File: src/rtl/afifo_arb_pkg.sv
// Shared constants for the AFIFO write-port arbiter: word width, state encoding
// and the parameter legality check used at elaboration.
package afifo_arb_pkg;

    localparam int unsigned AFIFO_W = 12;

    localparam logic [0:0] StIdle  = 1'b0;
    localparam logic [0:0] StBurst = 1'b1;

    // ID must fill exactly the bits the payload leaves free, and address every requester.
    function automatic bit cfg_ok(int unsigned n_req, int unsigned id_w,
                                  int unsigned data_w, int unsigned burst);
        return (id_w + data_w == AFIFO_W) && (n_req == (32'd1 << id_w)) &&
               (n_req >= 2) && (n_req <= 8) && (burst >= 1) && (burst <= 255);
    endfunction

endpackage

File: src/rtl/rr_pick.sv
// Combinational round-robin picker: first set bit of valid scanning ptr, ptr+1, ...
// with wrap-around; index arithmetic wraps naturally because N_REQ == 2**ID_W.
module rr_pick #(
    parameter int unsigned N_REQ = 4,
    parameter int unsigned ID_W  = 2
) (
    input  logic [N_REQ-1:0] valid,
    input  logic [ID_W-1:0]  ptr,
    output logic             any,
    output logic [ID_W-1:0]  idx
);

    logic [ID_W-1:0] cand;

    // Scan from the farthest offset down so the nearest valid index wins last.
    always_comb begin
        any  = 1'b0;
        idx  = '0;
        cand = '0;
        for (int k = N_REQ - 1; k >= 0; k--) begin
            cand = ptr + ID_W'(k);
            if (valid[cand]) begin
                any = 1'b1;
                idx = cand;
            end
        end
    end

endmodule

File: src/rtl/afifo_wr_arbiter.sv
// Round-robin arbiter sharing one AFIFO write port between N_REQ producers,
// granting bounded bursts and tagging each word with the source ID.
module afifo_wr_arbiter
    import afifo_arb_pkg::*;
#(
    parameter int unsigned N_REQ  = 4,
    parameter int unsigned ID_W   = 2,
    parameter int unsigned DATA_W = 10,
    parameter int unsigned BURST  = 8
) (
    input  logic                    clk,
    input  logic                    rst,
    input  logic [N_REQ-1:0]        req_valid,
    input  logic [N_REQ*DATA_W-1:0] req_data,
    output logic [N_REQ-1:0]        req_ready,
    output logic                    w,
    output logic [AFIFO_W-1:0]      wd,
    input  logic                    wok,
    output logic [ID_W-1:0]         grant_id,
    output logic                    busy
);

    if (!cfg_ok(N_REQ, ID_W, DATA_W, BURST)) begin : g_cfg_err
        $error("afifo_wr_arbiter: illegal N_REQ/ID_W/DATA_W/BURST combination");
    end

    logic [0:0]        state_q, state_d;
    logic [ID_W-1:0]   grant_q, grant_d;
    logic [ID_W-1:0]   rr_ptr_q, rr_ptr_d;
    logic [7:0]        cnt_q, cnt_d;

    logic              pick_any;
    logic [ID_W-1:0]   pick_idx;
    logic              sel_valid;
    logic [DATA_W-1:0] sel_data;
    logic              xfer;
    logic              last_word;

    rr_pick #(
        .N_REQ (N_REQ),
        .ID_W  (ID_W)
    ) u_pick (
        .valid (req_valid),
        .ptr   (rr_ptr_q),
        .any   (pick_any),
        .idx   (pick_idx)
    );

    always_comb begin
        sel_data = '0;
        for (int i = 0; i < N_REQ; i++) begin
            if (grant_q == ID_W'(i)) begin
                sel_data = req_data[i*DATA_W +: DATA_W];
            end
        end
    end

    assign sel_valid = req_valid[grant_q];
    assign busy      = (state_q == StBurst);
    assign w         = busy & sel_valid;
    assign wd        = w ? {grant_q, sel_data} : '0;
    assign grant_id  = grant_q;
    assign xfer      = w & wok;
    assign last_word = (cnt_q == 8'(BURST - 1));

    always_comb begin
        req_ready = '0;
        if (busy) begin
            req_ready[grant_q] = wok;
        end
    end

    always_comb begin
        state_d  = state_q;
        grant_d  = grant_q;
        rr_ptr_d = rr_ptr_q;
        cnt_d    = cnt_q;
        if (state_q == StIdle) begin
            if (pick_any) begin
                grant_d = pick_idx;
                cnt_d   = '0;
                state_d = StBurst;
            end
        end else begin
            // A transfer outranks release: the handshake forbids both on one edge.
            if (xfer) begin
                cnt_d = cnt_q + 8'd1;
                if (last_word) begin
                    state_d  = StIdle;
                    rr_ptr_d = grant_q + ID_W'(1);
                end
            end else if (!sel_valid) begin
                state_d  = StIdle;
                rr_ptr_d = grant_q + ID_W'(1);
            end
        end
    end

    always_ff @(posedge clk or posedge rst) begin
        if (rst) begin
            state_q  <= StIdle;
            grant_q  <= '0;
            rr_ptr_q <= '0;
            cnt_q    <= '0;
        end else begin
            state_q  <= state_d;
            grant_q  <= grant_d;
            rr_ptr_q <= rr_ptr_d;
            cnt_q    <= cnt_d;
        end
    end

endmodule

File: config.mk
export PLATFORM = sky130hd
export DESIGN_NAME = afifo_wr_arbiter
export DESIGN_NICKNAME = d
export VERILOG_FILES = /design/src/rtl/afifo_arb_pkg.sv /design/src/rtl/rr_pick.sv /design/src/rtl/afifo_wr_arbiter.sv
export SDC_FILE = /design/constraint.sdc
export NUM_CORES = 1
export LEC_CHECK = 0
export BUFFER_PORTS_ARGS = -buffer_cell sky130_fd_sc_hd__buf_2
export CORE_MARGIN = 4
export CORE_UTILIZATION = 40
export CTS_BUF_LIST = sky130_fd_sc_hd__clkbuf_16
export CTS_CLUSTER_SIZE = 12
export DETAILED_ROUTE_END_ITERATION = 8
export PLACE_DENSITY = 0.72
export SLEW_MARGIN = 0
export SYNTH_ARGS = -nofsm -noshare
export SYNTH_HDL_FRONTEND = slang
export SYNTH_SLANG_ARGS = --single-unit
File: constraint.sdc
create_clock -name clk -period 3.9 [get_ports clk]
set_input_delay 0.78 -clock clk [delete_from_list [all_inputs] [get_ports clk]]
set_output_delay 0.78 -clock clk [all_outputs]
set_load 0.005 [all_outputs]
Yosys cells after proc, flatten, opt, wreduce, memory -nomap -nowiden
Cells that the tools add are included.
- $add $sub $neg: 5
- magnitude comparators: 6
- equality and inequality tests: 7
- muxes and demuxes: 37
- bitwise gates (word level): 4
- reductions and logical operators: 6
- operators by type and width (cell ; number):
    10-bit two-way mux ; 4
    8-bit two-way mux ; 3
    2-bit by 3-bit < comparator with 1-bit output, second input constant ; 5
    1-bit two-way mux ; 15
    2-bit two-way mux ; 7
    12-bit two-way mux ; 1
    1-bit binary-select mux with 2-bit select ; 5
    8-bit by 1-bit adder with 8-bit output, second input constant ; 1
    8-bit by 3-bit == test with 1-bit output, second input constant ; 1
    2-bit by 1-bit != test with 1-bit output, second input constant ; 3
    2-bit by 1-bit adder with 2-bit output, second input constant ; 2
    2-bit adder, second input constant ; 2
    4-bit AND ; 1
    2-bit == test, second input constant ; 2
    4-bit two-way mux ; 1
    2-bit AND reduction ; 2
    3-bit AND reduction ; 1
    1-bit AND ; 2
    1-bit demux with 2-bit select ; 1
    2-bit by 1-bit == test with 1-bit output, second input constant ; 1
    2-bit by 1-bit >= comparator with 1-bit output, second input constant ; 1
    2-bit logical NOT ; 1
    2-bit nonzero test ; 1
    1-bit logical AND ; 1
    1-bit NOT ; 1
- bits in registers: 13
- bits of input ports: 47
- output and inout port bits: 20
- word-level logic and storage cells: 69

Logic depth before layout (Yosys ltp)
Gate-level depths: netlist of run 1.
- depth after elaboration: 9
- gate-level depth with buffers: 6
- gate-level depth less buffers: 5

Cells and area by module
From an unflattened synthesis of run 1, not the netlist that was laid out.
- cells, all modules: 147
- area, all modules: 1166.1 µm²
- by module, submodules not included (module ; instances ; cells each ; area each (µm²) ; sequential area each (µm²)):
    afifo_wr_arbiter ; 1 ; 134 ; 1088.5 ; 325.3
    rr_pick ; 1 ; 13 ; 77.6 ; 0.0

Worst setup path before layout of run 1
OpenSTA, ideal clock, no wires.
- kind: input to output
- start: input port req_valid[3]
- end: output port wd[2]
- data arrival time: 1.648 ns
- data required time: 3.120 ns
- slack: 1.472 ns
- stages: 4
- path buffers: 1
- path through: mux4_2 > nand2_1 > buf_2 > a21oi_1
- longest elaborated chain between the ends: 4
- ends and longest elaborated chain (item ; RTL line ; RTL):
    start, declared ; afifo_wr_arbiter.sv:13 ; input logic [N_REQ-1:0] req_valid,
    1-bit binary-select mux with 2-bit select ; afifo_wr_arbiter.sv:58 ; assign sel_valid = req_valid[grant_q];
    1-bit two-way mux (not written as such) ; afifo_wr_arbiter.sv:58 ;
    1-bit AND ; afifo_wr_arbiter.sv:60 ; assign w = busy & sel_valid;
    12-bit two-way mux ; afifo_wr_arbiter.sv:61 ; assign wd = w ? {grant_q, sel_data} : '0;
    end, declared ; afifo_wr_arbiter.sv:17 ; output logic [AFIFO_W-1:0] wd,
No other way between the ends. The select of a mux whose other input is x is not followed.

Worst setup path in the final report of run 1
- start: input port req_valid[3]
- end: output port wd[9]
Same word-level chain as after synthesis.

==> out/qor.yml, run 1 <==
rows: 20
synth_common_cells: "a21oi_1, inv_1, dfrtp_1, nand2_1"
max_cap_violations: 0
reg2reg_depth: 3
synthTopCellsByArea: "dfrtp_1, a21oi_1, a221o_1"
grt_util_all_layers: 0.168
clock_latency_ns: 0.24
async_flop_share: 1.00
grt_pass1_wl_um: 5680
final.setup.tns_ns: 0
synth_most_common_cell: "a21oi_1"
avgSynthCellArea_sq_um: 8.06
yosysWarningCount: 0
drive_gt1_frac: 0.346
critPathRequiredTime_ns: 3.12
synth_edf_count: 0
worst_pin_slew_ns: 0.729
post-route-period-util: 0.758
start_util: 0.420
arrival_ns: 2.18
die_h_um: 64.6
portBuffers: 66
cts_resized: 0
cts_buffers: 3
dp_cells: 257
synth_top_cell_area_share: 0.254
hold_violations: 0
synthCells: 159
nets: 270
overflow: 0
postCtsSetupBuffers: 0
globalplace.congestion: 0.813
core_area_sq_um: 3050
postRouteAntennaNets: 0
first_pass_iters: 4
die-area_sq_um: 4170
min_path_cells: 1
grt_pass1_vias: 1289
root_buffer: "clkbuf_16"
ys_types: 37
drt-vias-per-instance: 5.41
p_per_area_nw_per_um2: 625
grt_max_degree: 22
fp.dieW_um: 64.6
finClkSkew_ns: 0.00227
p_total_uw: 1060
path_clk_slew_ns: 0.04
cp_max_fo: 13
ios: 67
finalCriticalPeriod_ns: 2.96
final_cell_count_no_fill: 261
cts_hold_buf: 0
ys_seq_area_frac: 0.254
syn_area_sq_um: 1280
drc: 0
antenna_found_initial: 0
maxSlewHeadroom: 0.510
cp-end-kind: "output port"
clock-sinks: 13
fill_cells: 323
htree_levels: 1
yosys.area.top_type: "dfrtp_1"
wl_per_cell_um: 13.3
vdd_ir_drop_max_uv: 404
holdCritPathClass: "register to register"
dpl.hpwl_um: 2670
cts_tree: "yes"
synth-main-ff-cell: "dfrtp_1"
initialDrtViolationCount: 47
start_kind: "primary input"
yosys_register_bits: 13
status: "complete, no violations"
final_util: 0.555
rsz0062_at_grt: "no"
drt-total-wl_um: 3480
via_count: 1413
diodes: 0
leakage_uw: 0.000898
clock_path_buffers: 2
critPathKind: "primary input to output port"
area_growth_pct: 32.1
fmax_mhz: 338
slew_violations: 0
syn_nets: 211
setup_viol: 0
metrics by stage:
step | setup WS, ns | hold WS (ns) | area, sq um
after global routing | 0.727 | 0.530 | 1690
final | 0.943 | 0.496 | 1690
after global placement | 0.963 | 0.482 | 1610
after floorplan | 1.47 | 0.447 | 1280
after detailed placement | 0.955 | 0.491 | 1610
after CTS | 0.925 | 0.502 | 1690
final timing paths:
kind | startpoint | to | slack (ns)
min | cnt_q[6] | cnt_q[6] | 0.50
min reg2reg | cnt_q[6] | cnt_q[6] | 0.50
max in group asynchronous | rst | cnt_q[5] | 3.00
max | req_valid[3] | wd[9] | 0.94
min in group asynchronous | rst | grant_id[1] | 0.56
max reg2reg | grant_id[0] | busy | 2.00
power breakdown:
| part | switching [uW] | leakage, uW | internal [uW] |
|---|---|---|---|
| logic | 323 | 0.000687 | 299 |
| clock network | 57.9 | 0.0000409 | 136 |
| registers | 71.4 | 0.000170 | 171 |
worst max-delay path, cell delays in order:
cell and delay (ns):
buf_2 0.14, mux4_2 0.61, nand2_1 0.41, a21oi_1 0.08, buf_2 0.15
flip-flops by register name (all words and copies together) (netlist names):
signal / flops
cnt_q: 8
grant_id: 2
busy: 1
rr_ptr_q: 2
cells by family after synthesis:
group,share of synthesized area
mux,0.0889
flops,0.254
compound gates,0.262
fa+ha+maj,0.0488
simple gates,0.255
buf+inv,0.0918
area by class of cell:
cell class                 count  area [sq um]  area share
inverter                      17          63.8      0.0377
tap                           44          55.1      0.0325
clock buffer                   3          75.1      0.0443
multi-input combinational    117           838       0.495
sequential                    13           325       0.192
clock inverter                 1          5.00     0.00296
timing repair buffer          66           330       0.195
layer usage:
layer | share of wire | up-vias | track usage
met3 | 0.077 | 0 | 0.0503
met5 | 0 | - | 0
li1 | - | 705 | -
met4 | 0 | 0 | 0.0158
met2 | 0.49 | 49 | 0.302
met1 | 0.43 | 659 | 0.204
cells in the final DEF (no fill, tap or decap), types with 2 or more instances in the layout:
master     instances
buf_2             66
mux2i_1            8
a31o_1             3
o21ai_0            8
and2_1             3
and3_1             7
nor3_1             2
a221o_1           10
nand3_1            2
inv_1             17
clkbuf_16          3
nand4_1            4
nand3b_1          10
a21oi_1           21
and4_1             2
nor2_1             2
dfrtp_1           13
nand2_1           13
ha_1               5
Power figures use the tool's default switching activity.
==> run 2: changes to the inputs <==
Settings changed: ABC_AREA set to 1, PLACE_DENSITY 0.72 to 0.71.
Clock period 3.9 ns to 3 ns, I/O delays scaled along.
==> out/qor.yml, run 2 <==
status: "complete, no violations"
globalplace.congestion: 0.836  # +2.8%
yosys.area_share.xor_xnor: 0.0125  # +0.0125
path_clk_slew_ns: 0.05  # about the same
power_frac_seq: 0.185  # -0.044
post-route-period-util: 0.920
finalCriticalPeriod_ns: 2.76
root_buffer: "clkbuf_16"
drt-total-wl_um: 4090  # +17%
fp.dieW_um: 67.2  # +4.0%
ios: 67  # unchanged
holdCritPathClass: "primary input to async pin"
power.switching_uw: 907  # +100%
die_h_um: 67.2  # +4.0%
drive_gt1_frac: 0.320  # -0.0260
leakage_uw: 0.00100  # +12%
setup_viol: 0  # unchanged
grt_pass1_vias: 1485  # +15%
yosysWarningCount: 0  # unchanged
finClkSkew_ns: 0.00119  # -0.00108 ns
die-area_sq_um: 4510  # +8.2%
start_kind: "register"
swShare: 0.518  # +0.0906
pre_cts_ws_ns: 0.541  # -0.414 ns
initialDrtViolationCount: 62  # +32%
portBuffers: 66  # unchanged
synth_edf_count: 0  # unchanged
rsz0062_at_grt: "no"
intPower_uw: 844  # +39%
drt-vias-per-instance: 5.02  # -7.3%
arrival_ns: 2.16  # -0.02 ns
power_frac_clock: 0.145  # -0.039
synth_fa_ha_area_frac: 0.0446  # -0.00419
clock_path_buffers: 2  # unchanged
nets: 344  # +27%
wl_met1_um: 1700  # +14%
postRouteAntennaNets: 0  # unchanged
cp_max_fo: 11  # -2
cts_buffers: 3  # unchanged
vdd_ir_drop_max_uv: 419  # +3.8%
drc: 0  # unchanged
maxSlewHeadroom: 0.645  # +0.136
worst_slack_ns: 0.241  # -0.703 ns
yosys.area.top_type: "dfrtp_1"
top_register: "cnt_q"
largest_reg_flops: 8  # unchanged
critPathKind: "register to output port"
p_total_uw: 1750  # +65%
htree_levels: 1  # unchanged
synth_compound_area_frac: 0.215  # -0.0465
critPathRequiredTime_ns: 2.40  # -0.72 ns
ys_seq_area_frac: 0.232  # -0.0218
grt_pass1_wl_um: 6570  # +16%
synth-main-ff-cell: "dfrtp_1"
layout_common_cells: "buf_2, nand2_1, o21ai_0"
mostFrequentLayoutCell: "buf_2"
overflow: 0  # unchanged
area_growth_pct: 30.2
async_flop_share: 1.00  # unchanged
first_pass_iters: 4  # unchanged
cp-end-kind: "output port"
rows: 21  # +5.0%
syn_nets: 282  # +34%
via_count: 1691  # +20%
synth_top_family_by_area: "simple AND/OR/NAND/NOR gates"
synth_top_cell_area_share: 0.232  # -0.0218
cts_tree: "yes"
dp_cells: 333  # +30%
synth_common_cells: "nand2_1, o21ai_0, inv_1, a21oi_1, nor2_1"
antenna_found_initial: 0  # unchanged
synthCells: 230  # +45%
worst_pin_slew_ns: 0.532  # -0.198 ns
dr_wl_met2_um: 1820  # +5.9%
core_area_sq_um: 3360  # +10%
synthSimpleGateAreaFrac: 0.389  # +0.134
final_cell_count_no_fill: 337  # +29%
p_per_area_nw_per_um2: 960  # +53%
grt_util_all_layers: 0.186  # +0.0182
fill_cells: 369  # +14%
synthTopCellsByArea: "dfrtp_1, nand2_1, o21ai_0"
synthMuxAreaShare: 0  # -0.0889
wl_per_cell_um: 12.1  # -9.0%
route.met3.wl_um: 537  # +100%
final.setup.tns_ns: 0  # unchanged
diodes: 0  # unchanged
postCtsSetupBuffers: 0  # unchanged
syn_area_sq_um: 1400  # +9.4%
clock_latency_ns: 0.24  # about the same
cts_resized: 0  # unchanged
cts_hold_buf: 0  # unchanged
yosys_register_bits: 13  # unchanged
grt_max_degree: 22  # unchanged
synth_most_common_cell: "nand2_1"
avgSynthCellArea_sq_um: 6.09  # -24%
hold_violations: 0  # unchanged
dpl.hpwl_um: 3190  # +20%
slew_violations: 0  # unchanged
ys_types: 27  # -27%
clock-sinks: 13  # unchanged
top_layer: "met4"
max_cap_violations: 0  # unchanged
combPwrFrac: 0.670  # +0.082
start_util: 0.417  # -0.00301
fmax_mhz: 362
-- run 2: final cells by class --
type,instances,area (sq um),area share
Multi-Input combinational cell,181,927,0.508
Timing Repair Buffer,66,330,0.181
Sequential cell,13,325,0.178
Inverter,27,104,0.0569
Clock buffer,3,75.1,0.0412
Tap cell,46,57.6,0.0316
Clock inverter,1,5.00,0.00274
-- run 2: kinds of logic (layout without fill, tap and decap cells) --
logic type | count (synthesis) | after routing
flip-flops | 13 | 13
XOR/XNOR | 2 | 2
adder cells (fa/ha/maj) | 5 | 5
buffers and inverters | 36 | 97
AND/OR/NAND/NOR | 116 | 116
AO/OA/AOI/OAI | 58 | 58
-- run 2: worst max-delay path, cell delays in order (launching register included) --
cell and delay [ns]:
dfrtp_1 0.47, inv_1 0.12, ha_1 0.33, inv_1 0.33, nor2_1 0.07, o21ai_0 0.20
o21ai_0 0.13, a21oi_1 0.15, buf_2 0.13
-- run 2: power groups by stage --
stage                     sequential, uW  combinational (uW)  clock, uW
after global routing                 337                1340        271
final                                323                1170        254
after global placement               324                1160          0
after floorplan                      284                 911          0
after detailed placement             323                1170          0
after CTS                            321                1180        256
-- run 2: metrics by stage --
stage | utilization | instance area, sq um | hold slack, ns
finish | 0.542 | 1820 | 0.376
global route | 0.542 | 1820 | 0.429
CTS | 0.542 | 1820 | 0.392
global placement | 0.519 | 1740 | 0.518
floorplan | - | 1400 | 0.477
detailed placement | 0.519 | 1740 | 0.536
-- run 2: worst paths after layout --
| check | start | to | slack, ns | cells after the start |
|---|---|---|---|---|
| worst max-delay path | grant_id[1] | wd[0] | 0.24 | 8 |
| worst min-delay path | rst | cnt_q[3] | 0.38 | 2 |
| worst max register to register | rr_ptr_q[0] | cnt_q[2] | 1.39 | 11 |
| worst min register to register | cnt_q[1] | cnt_q[1] | 0.55 | 2 |
| max in group asynchronous | rst | cnt_q[2] | 2.28 | 2 |
| min in group clk | cnt_q[1] | cnt_q[1] | 0.55 | 2 |
-- run 2: layer usage --
layer | GRT usage | vias to the layer above
met5 | 0 | -
met4 | 0.0532 | 0
met3 | 0.0532 | 4
met2 | 0.329 | 87
met1 | 0.218 | 728
li1 | - | 872
==> run 3: changes to the inputs <==
Settings changed: ABC_AREA 1 to unset, PLACE_DENSITY 0.71 to 0.72.
==> out/qor.yml, run 3 (same netlist as run 1, synthesis figures left out) <==
status: "complete, no violations"
fin_area_sq_um: 1700  # -6.9%
r2r_slack_ns: 1.12  # -0.27 ns
leakage_uw: 0.000904  # -9.7%
nets: 271  # -21%
grt_pass1_vias: 1274  # -14%
top_register: "cnt_q"
mostFrequentLayoutCell: "buf_2"
layout_common_cells: "buf_2, a21oi_1, inv_1"
critPathKind: "register to output port"
largest_reg_flops: 8  # unchanged
area_growth_pct: 32.6
die-area_sq_um: 4170  # -7.6%
slew_violations: 0  # unchanged
clock-sinks: 13  # unchanged
grt_pass1_wl_um: 5600  # -15%
grt_util_all_layers: 0.165  # -0.0212
postCtsSetupBuffers: 0  # unchanged
finClkSkew_ns: 0.00167  # +0.000485 ns
finalCriticalPeriod_ns: 2.75  # -0.0117 ns
drive_gt1_frac: 0.344  # +0.0244
first_pass_iters: 5  # +1
worst_pin_slew_ns: 0.695  # +0.163 ns
core_area_sq_um: 3050  # -9.2%
start_util: 0.420  # +0.00301
post-route-period-util: 0.916  # -0.00389
diodes: 0  # unchanged
cts_resized: 0  # unchanged
endpoint: "wd[7]"
ios: 67  # unchanged
start_kind: "register"
rsz0062_at_grt: "no"
arrival_ns: 2.15  # about the same
reg2reg_depth: 3  # -8
drt-vias-per-instance: 5.39  # +7.3%
clock_latency_ns: 0.24  # about the same
pre_cts_ws_ns: 0.420  # -0.121 ns
htree_levels: 1  # unchanged
setup_viol: 0  # unchanged
path_clk_slew_ns: 0.05  # about the same
cts_tree: "yes"
dpl_cell_area_sq_um: 1620  # -7.1%
rr_startpoint: "grant_id[0]"
p_per_area_nw_per_um2: 813  # -15%
dpl.hpwl_um: 2590  # -19%
drt-total-wl_um: 3380  # -17%
cts_hold_buf: 0  # unchanged
portBuffers: 66  # unchanged
overflow: 0  # unchanged
antenna_found_initial: 0  # unchanged
max_cap_violations: 0  # unchanged
root_buffer: "clkbuf_16"
grt_max_degree: 22  # unchanged
final_util: 0.557  # +0.0141
globalplace.congestion: 0.815  # -2.5%
final.setup.tns_ns: 0  # unchanged
critPathRequiredTime_ns: 2.40  # about the same
vdd_ir_drop_max_uv: 632  # +51%
holdCritPathClass: "primary input to async pin"
rows: 20  # -4.8%
r2r_end: "rr_ptr_q[1]"
via_count: 1411  # -17%
postRouteAntennaNets: 0  # unchanged
clock_path_buffers: 2  # unchanged
fp.dieW_um: 64.6  # -3.9%
initialDrtViolationCount: 50  # -19%
worst_slack_ns: 0.252  # +0.0117 ns
crit_path_start: "grant_id[0]"
maxSlewHeadroom: 0.537  # -0.109
die_h_um: 64.6  # -3.9%
cts_buffers: 3  # unchanged
fmax_mhz: 364  # +0.42%
wl_per_cell_um: 12.9  # +6.4%
cp_max_fo: 21  # +10
hold_violations: 0  # unchanged
drc: 0  # unchanged
cp-end-kind: "output port"
run 3: how the worst min path moves through the flow:
| stage | cells after the start | slack [ns] | endpoint |
|---|---|---|---|
| after CTS | 2 | 0.41 | grant_id[1] |
| after floorplan | 1 | 0.45 | cnt_q[6] |
| final | 2 | 0.38 | cnt_q[7] |
| after global placement | 1 | 0.48 | cnt_q[6] |
| after detailed placement | 1 | 0.48 | cnt_q[6] |
| after global routing | 2 | 0.43 | grant_id[1] |
run 3: power breakdown:
part | internal, uW | switching [uW] | leakage (uW) | total, uW
logic | 398 | 449 | 0.000692 | 847
clock network | 176 | 75.0 | 0.0000423 | 251
registers | 223 | 60.9 | 0.000170 | 284
run 3: layout make-up:
class | count | area, sq um
clock buffers | 3 | 75.1
clock inverters | 1 | 3.75
fillers | 290 | 1350
inverters | 17 | 63.8
multi-input cells | 117 | 838
flip-flops and latches | 13 | 325
well taps | 44 | 55.1
repair buffers | 67 | 338
run 3: stage by stage:
stage | hold slack, ns | instances | power [uW]
detailed placement | 0.482 | 258 | 1130
floorplan | 0.447 | 159 | 899
CTS | 0.406 | 262 | 1390
finish | 0.377 | 262 | 1380
global placement | 0.484 | 258 | 1130
global route | 0.428 | 262 | 1530
run 3: critical path, stage by stage, from the launching register on:
cell and delay, ns:
dfrtp_1 0.46, inv_1 0.14, ha_1 0.60, a21oi_1 0.09
a221o_1 0.36, a21oi_1 0.12, buf_2 0.13
run 3: layer usage:
metal	global-route usage	vias to the layer above	part of all wire	wire length, um
li1	-	709	-	-
met1	0.210	652	0.46	1540
met2	0.274	44	0.47	1600
met3	0.0485	6	0.059	199
met4	0.0369	0	0.011	38
met5	0	-	0	0
